$ cat config.mk
export PLATFORM = sky130hd
export DESIGN_NAME = request_arbiter
export DESIGN_NICKNAME = d
export VERILOG_FILES = /design/src/rtl/request_arbiter.sv
export SDC_FILE = /design/constraint.sdc
export NUM_CORES = 1
export LEC_CHECK = 0
export CAP_MARGIN = 20
export CORE_AREA = 2 2 39 41
export CTS_CLUSTER_DIAMETER = 200
export CTS_CLUSTER_SIZE = 28
export DETAILED_ROUTE_END_ITERATION = 8
export DIE_AREA = 0 0 41 43
export GPL_TIMING_DRIVEN = 0
export PLACE_DENSITY_LB_ADDON = 0.08
export SYNTH_ARGS = -nofsm -noshare
export SYNTH_HDL_FRONTEND = slang
export SYNTH_SLANG_ARGS = --single-unit
$ cat constraint.sdc
create_clock -name clk -period 1.7 [get_ports clk]
set_clock_uncertainty 0.15 [all_clocks]
set_input_delay 0.34 -clock clk [delete_from_list [all_inputs] [get_ports clk]]
set_output_delay 0.34 -clock clk [all_outputs]
set_load 0.05 [all_outputs]
$ cat src/rtl/request_arbiter.sv
// request_arbiter: registered N-way arbiter producing a one-hot grant and
// its encoded index. Fixed-priority or round-robin selection, with optional
// grant holding on request or acknowledge.
// Optional feature: define REQUEST_ARBITER_TIMEOUT_EN to force-release a held
// grant after TIMEOUT cycles and pulse grant_timeout.
module request_arbiter #(
  parameter int PORTS        = 4,
  parameter     TYPE         = "PRIORITY",
  parameter     BLOCK        = "NONE",
  parameter     LSB_PRIORITY = "LOW",
  parameter int TIMEOUT      = 16
) (
  input  logic                       clk,
  input  logic                       rst,
  input  logic [PORTS-1:0]           request,
  input  logic [PORTS-1:0]           acknowledge,
  output logic [PORTS-1:0]           grant,
  output logic                       grant_valid,
  output logic [$clog2(PORTS)-1:0]   grant_encoded
`ifdef REQUEST_ARBITER_TIMEOUT_EN
  ,
  output logic                       grant_timeout
`endif
);

  localparam int IW           = $clog2(PORTS);
  localparam bit ROUND_ROBIN  = (TYPE == "ROUND_ROBIN");
  localparam bit HIGH_FIRST   = (LSB_PRIORITY == "HIGH");
  localparam bit HOLD_REQUEST = (BLOCK == "REQUEST");
  localparam bit HOLD_ACK     = (BLOCK == "ACKNOWLEDGE");

  if (PORTS < 2 || TIMEOUT < 1) begin : g_bad_config
    $error("request_arbiter: PORTS must be >= 2 and TIMEOUT >= 1");
  end

  typedef enum logic {IDLE, GRANTED} state_t;

  state_t           state;
  logic [PORTS-1:0] mask;
  logic [PORTS-1:0] next_mask;
  logic [IW-1:0]    winner;
  logic             hold;
  logic             keep;
  logic             expire;

  // Priority encoder: lowest set bit for LOW, highest set bit for HIGH.
  function automatic logic [IW-1:0] pick(input logic [PORTS-1:0] v);
    logic [IW-1:0] idx;
    logic          found;
    idx   = '0;
    found = 1'b0;
    for (int i = 0; i < PORTS; i++) begin
      if (v[i] && (HIGH_FIRST || !found)) begin
        idx   = IW'(i);
        found = 1'b1;
      end
    end
    return idx;
  endfunction

`ifdef REQUEST_ARBITER_TIMEOUT_EN
  localparam int CW = (TIMEOUT > 1) ? $clog2(TIMEOUT) : 1;
  logic [CW-1:0] hold_count;
`endif

  // Hold decision, winner selection and the mask that follows a new grant.
  always_comb begin
    // NOTE: every combinational output gets a default first so no path
    // leaves it unassigned and a latch is never inferred.
    hold      = 1'b0;
    expire    = 1'b0;
    winner    = '0;
    next_mask = '0;
    if (state == GRANTED) begin
      if (HOLD_REQUEST)  hold = request[grant_encoded];
      else if (HOLD_ACK) hold = !acknowledge[grant_encoded];
    end
`ifdef REQUEST_ARBITER_TIMEOUT_EN
    expire = hold && (hold_count == CW'(TIMEOUT - 1));
`endif
    keep = hold && !expire;
    if (ROUND_ROBIN && |(request & mask)) winner = pick(request & mask);
    else                                  winner = pick(request);
    for (int j = 0; j < PORTS; j++) begin
      next_mask[j] = HIGH_FIRST ? (j < int'(winner)) : (j > int'(winner));
    end
  end

  // Arbitration FSM with registered grant outputs.
  always_ff @(posedge clk or posedge rst) begin
    if (rst) begin
      state         <= IDLE;
      grant         <= '0;
      grant_valid   <= 1'b0;
      grant_encoded <= '0;
      // NOTE: the rotation mask is reset to all ones so the first
      // round-robin pick behaves exactly like fixed priority.
      mask          <= '1;
`ifdef REQUEST_ARBITER_TIMEOUT_EN
      hold_count    <= '0;
      grant_timeout <= 1'b0;
`endif
    end else begin
      // NOTE: non-blocking assignments keep every register sampling the
      // pre-edge values, independent of statement order.
`ifdef REQUEST_ARBITER_TIMEOUT_EN
      grant_timeout <= expire;
`endif
      if (keep) begin
`ifdef REQUEST_ARBITER_TIMEOUT_EN
        hold_count <= hold_count + 1'b1;
`endif
      end else begin
`ifdef REQUEST_ARBITER_TIMEOUT_EN
        hold_count <= '0;
`endif
        if (|request) begin
          state         <= GRANTED;
          grant         <= {{(PORTS-1){1'b0}}, 1'b1} << winner;
          grant_valid   <= 1'b1;
          grant_encoded <= winner;
          if (ROUND_ROBIN) mask <= next_mask;
        end else begin
          state         <= IDLE;
          grant         <= '0;
          grant_valid   <= 1'b0;
          grant_encoded <= '0;
        end
      end
    end
  end

endmodule

Word level (Yosys, flattened, before mapping)
Index checks and enable logic that the tools add are counted.
{ "word_totals": {"register_bits": 7, "input_bits": 10, "output_inout_bits": 7, "wordCells": 20} }
{ "classes": {"shift": 1, "mux": 9, "reduce_logical": 7} }
{ "op_table": {"columns": ["cell", "n"], "rows": [
  ["2-to-1 mux 2 bit", 3],
  ["2-to-1 mux 1 bit", 5],
  ["2-to-1 mux 4 bit", 1],
  ["OR reduction 4 bit", 1],
  ["<< shifter 1 x 2 -> 4 bit, first input constant", 1],
  ["logical AND 1 bit", 3],
  ["logical NOT 1 bit", 3]
]} }

Longest topological paths before layout
{ "depth": {"ltp_word": 12, "ltp_mapped": 2, "depth_no_buf": 2} }

Worst setup path after synthesis
Ideal clock, no wire load.
{ "synth_path": {"path_kind": "flip-flop to output port", "startpoint": "reg grant[0]", "endpoint": "out grant[0]", "t_arrival_ns": 0.586, "path_slack_ns": 0.624, "path_stages_with_launch": 1, "cell_sequence": "dfrtp_1"} }
{ "synth_lines": {"columns": ["item", "line_no", "text"], "rows": [
  ["from (decl)", "17", "output logic [PORTS-1:0] grant,"],
  ["from (signal assigned)", "119", "grant <= {{(PORTS-1){1'b0}}, 1'b1} << winner;"]
]} }
No word-level cell between the ends.

Final worst setup path
{ "layout_path": {"startpoint": "reg grant[3]", "endpoint": "out grant[3]"} }
No word-level cell between the ends.

==> impl_metrics.py <==
metrics = {
    "run_status": {
        "run_status": "finished clean",
    },
    "cts": {
        "h-tree-depth": 1,
        "path_clk_slew_ns": 0.05,
        "cts_sinks": 7,
        "cts-hold-fix-buffers": 0,
        "cts_buffer_depth": 2,
        "cts_tree": "done",
        "cts_root_buffer": "clkbuf_4",
        "numCtsBuffers": 3,
    },
    "floorplanning": {
        "dieWidth_um": 41,
        "start_util_pct": 17.3,
        "dieArea_um2": 1760,
        "ios": 17,
        "coreArea_um2": 1380,
        "dieHeight_um": 43,
        "placementRows": 14,
    },
    "synth": {
        "yosysTopAreaCell": "dfrtp_1",
        "yosys_warnings": 0,
        "synth_flop_cell": "dfrtp_1",
        "synth_edf_count": 0,
        "syn_nets": 29,
        "ys_seq_elements": 7,
        "synth_area_um2": 239,
        "yosys-top-cells-area": "dfrtp_1 (73%), nand2b_4 (5.8%), nor3_1 (4.2%)",
        "async_reset_ff_share_pct": 100,
        "ys_seq_area_share_pct": 73.3,
        "ys_types": 10,
        "avgSynthCellArea_um2": 12.6,
        "postSynthCellCount": 19,
        "synth_most_common_cell": "dfrtp_1",
        "synth_top_area_share_pct": 73.3,
        "yosys-top-cells-count": "dfrtp_1 (7), inv_1 (2), nor2_1 (2), nor3_1 (2)",
    },
    "timing": {
        "setup_viol": 0,
        "setup_tns_ns": 0,
        "worstMarginPinSlew_ns": 0.486,
        "rsz0062_at_grt": "no",
        "final.period_utilization_pct": 92.0,
        "relSlewSlack_pct": 67.7,
        "max_freq_mhz": 639,
        "period_minus_slack_ns": 1.56,
        "finalHoldViolCount": 0,
        "maxSlewViolCount": 0,
    },
    "pwr": {
        "p_leak_uw": 0.000197,
        "ir_worst_vdd_mv": 0.299,
        "finalPower_uw": 384,
        "p_per_area_nw_per_um2": 969,
    },
    "job": {
        "drv_cap": 0,
    },
    "routing": {
        "ant_nets": 0,
        "post_drt_wl_per_cell_um": 7.69,
        "first_iter_violations": 4,
        "first_pass_iters": 4,
        "drt-total-wl_um": 392,
        "drc": 0,
        "vias": 177,
        "viasPerCell": 3.47,
    },
    "global_route": {
        "grt_first_pass_wirelength_um": 648,
        "grt_pass1_vias": 170,
        "globalRouteMet3Util_pct": 3.14,
        "antenna_found_initial": 0,
        "grt_usage_pct": 6.57,
        "grtUsageMet1_pct": 6.91,
        "gr-usage-met2_pct": 6.25,
        "grt_max_degree": 8,
        "gr-total-overflow": 0,
        "busiest_layer": "met4",
    },
    "placement": {
        "place_area_um2": 379,
        "gp_congestion": 0.694,
        "portBuffers": 12,
    },
    "layout": {
        "fin_area_um2": 397,
        "diodes": 0,
        "layout-drive-gt1-share_pct": 14.3,
        "fin_nets": 46,
        "area.growth.synth_to_final_pct": 66.0,
        "fillerInstances": 147,
    },
    "critical_path": {
        "path_buf_inv": 1,
        "end_kind": "output pin",
        "crit_path_max_fanout": 1,
        "critPathLaunchType": "register",
        "crit_path_cell_trace": "dlygate4sd2_1",
        "critPathLaunch": "grant[3]$_DFF_PP0_",
        "crit_family": "buffers and inverters",
        "arrival_ns": 1.07,
        "timing.setup.critical_path_class": "reg -> out",
        "slowest_stage": "dlygate4sd2_1",
        "worstPathRequired_ns": 1.21,
        "slowest_delay_ns": 0.52,
    },
    "hold_path": {
        "min_path_type": "in -> async",
    },
}
per-layer routing:
| layer | up-vias | wire length, um |
|---|---|---|
| li1 | 89 | - |
| met1 | 75 | 164 |
| met2 | 13 | 179 |
| met3 | 0 | 48 |
| met4 | 0 | 0 |
| met5 | - | 0 |
worst max path at each step:
| stage | slack, ns | endpoint | cells past startpoint |
|---|---|---|---|
| 6_report | 0.14 | grant[3] | 1 |
| 5_1_grt | 0.09 | grant[3] | 1 |
| 4_1_cts | 0.12 | grant[3] | 1 |
| 3_5_place_dp | 0.11 | grant_valid | 1 |
| 3_3_place_gp | 0.11 | grant[3] | 1 |
| 2_1_floorplan | 0.62 | grant[0] | 0 |
through the flow:
step           worst slack, ns  cells  utilization, %  hold slack (ns)
6_report                 0.136     51            28.7            0.181
5_1_grt                 0.0940     51            28.7            0.205
4_1_cts                  0.118     51            28.7            0.189
3_5_place_dp             0.114     47            27.4            0.448
3_3_place_gp             0.111     47            27.4            0.437
2_1_floorplan            0.624     19               -         -0.00660
state kept, by name, indices dropped and copies added, names as in the netlist:
| signal | count |
|---|---|
| grant | 4 |
| grant_valid | 1 |
| grant_encoded | 2 |
kinds of logic after synthesis:
group           after synthesis  synth area share, %
buf+inv                       3                 4.71
simple gates                  8                 19.9
compound gates                1                 2.09
flops                         7                 73.3
layout make-up:
cell class | instances | area [um2] | share of cell area, %
tap | 16 | 20.0 | 5.05
inverter | 2 | 7.51 | 1.89
sequential | 7 | 175 | 44.2
timing repair buffer | 12 | 111 | 28.1
buffer | 1 | 3.75 | 0.946
multi-input combinational | 9 | 52.6 | 13.2
clock buffer | 4 | 26.3 | 6.62
layout by cell type, fill, tap and decap left out, drive strengths merged:
cell and n:
dfrtp 7, dlygate4sd2 7, clkdlybuf4s50 5, clkbuf 5
nor2 3, inv 2, nor3 2, nand2 1
nand2b 1, a21oi 1, and2 1
power breakdown:
group | internal [uW] | switching, uW
sequential | 174 | 1.16
clock | 89.2 | 55.6
combinational | 22.3 | 41.9
timing repair:
action,4_1_cts,5_1_grt
endpoints found under the setup margin,7,0
resized for setup,7,0
setup buffers,0,0
(Power assumes the default switching activity.)
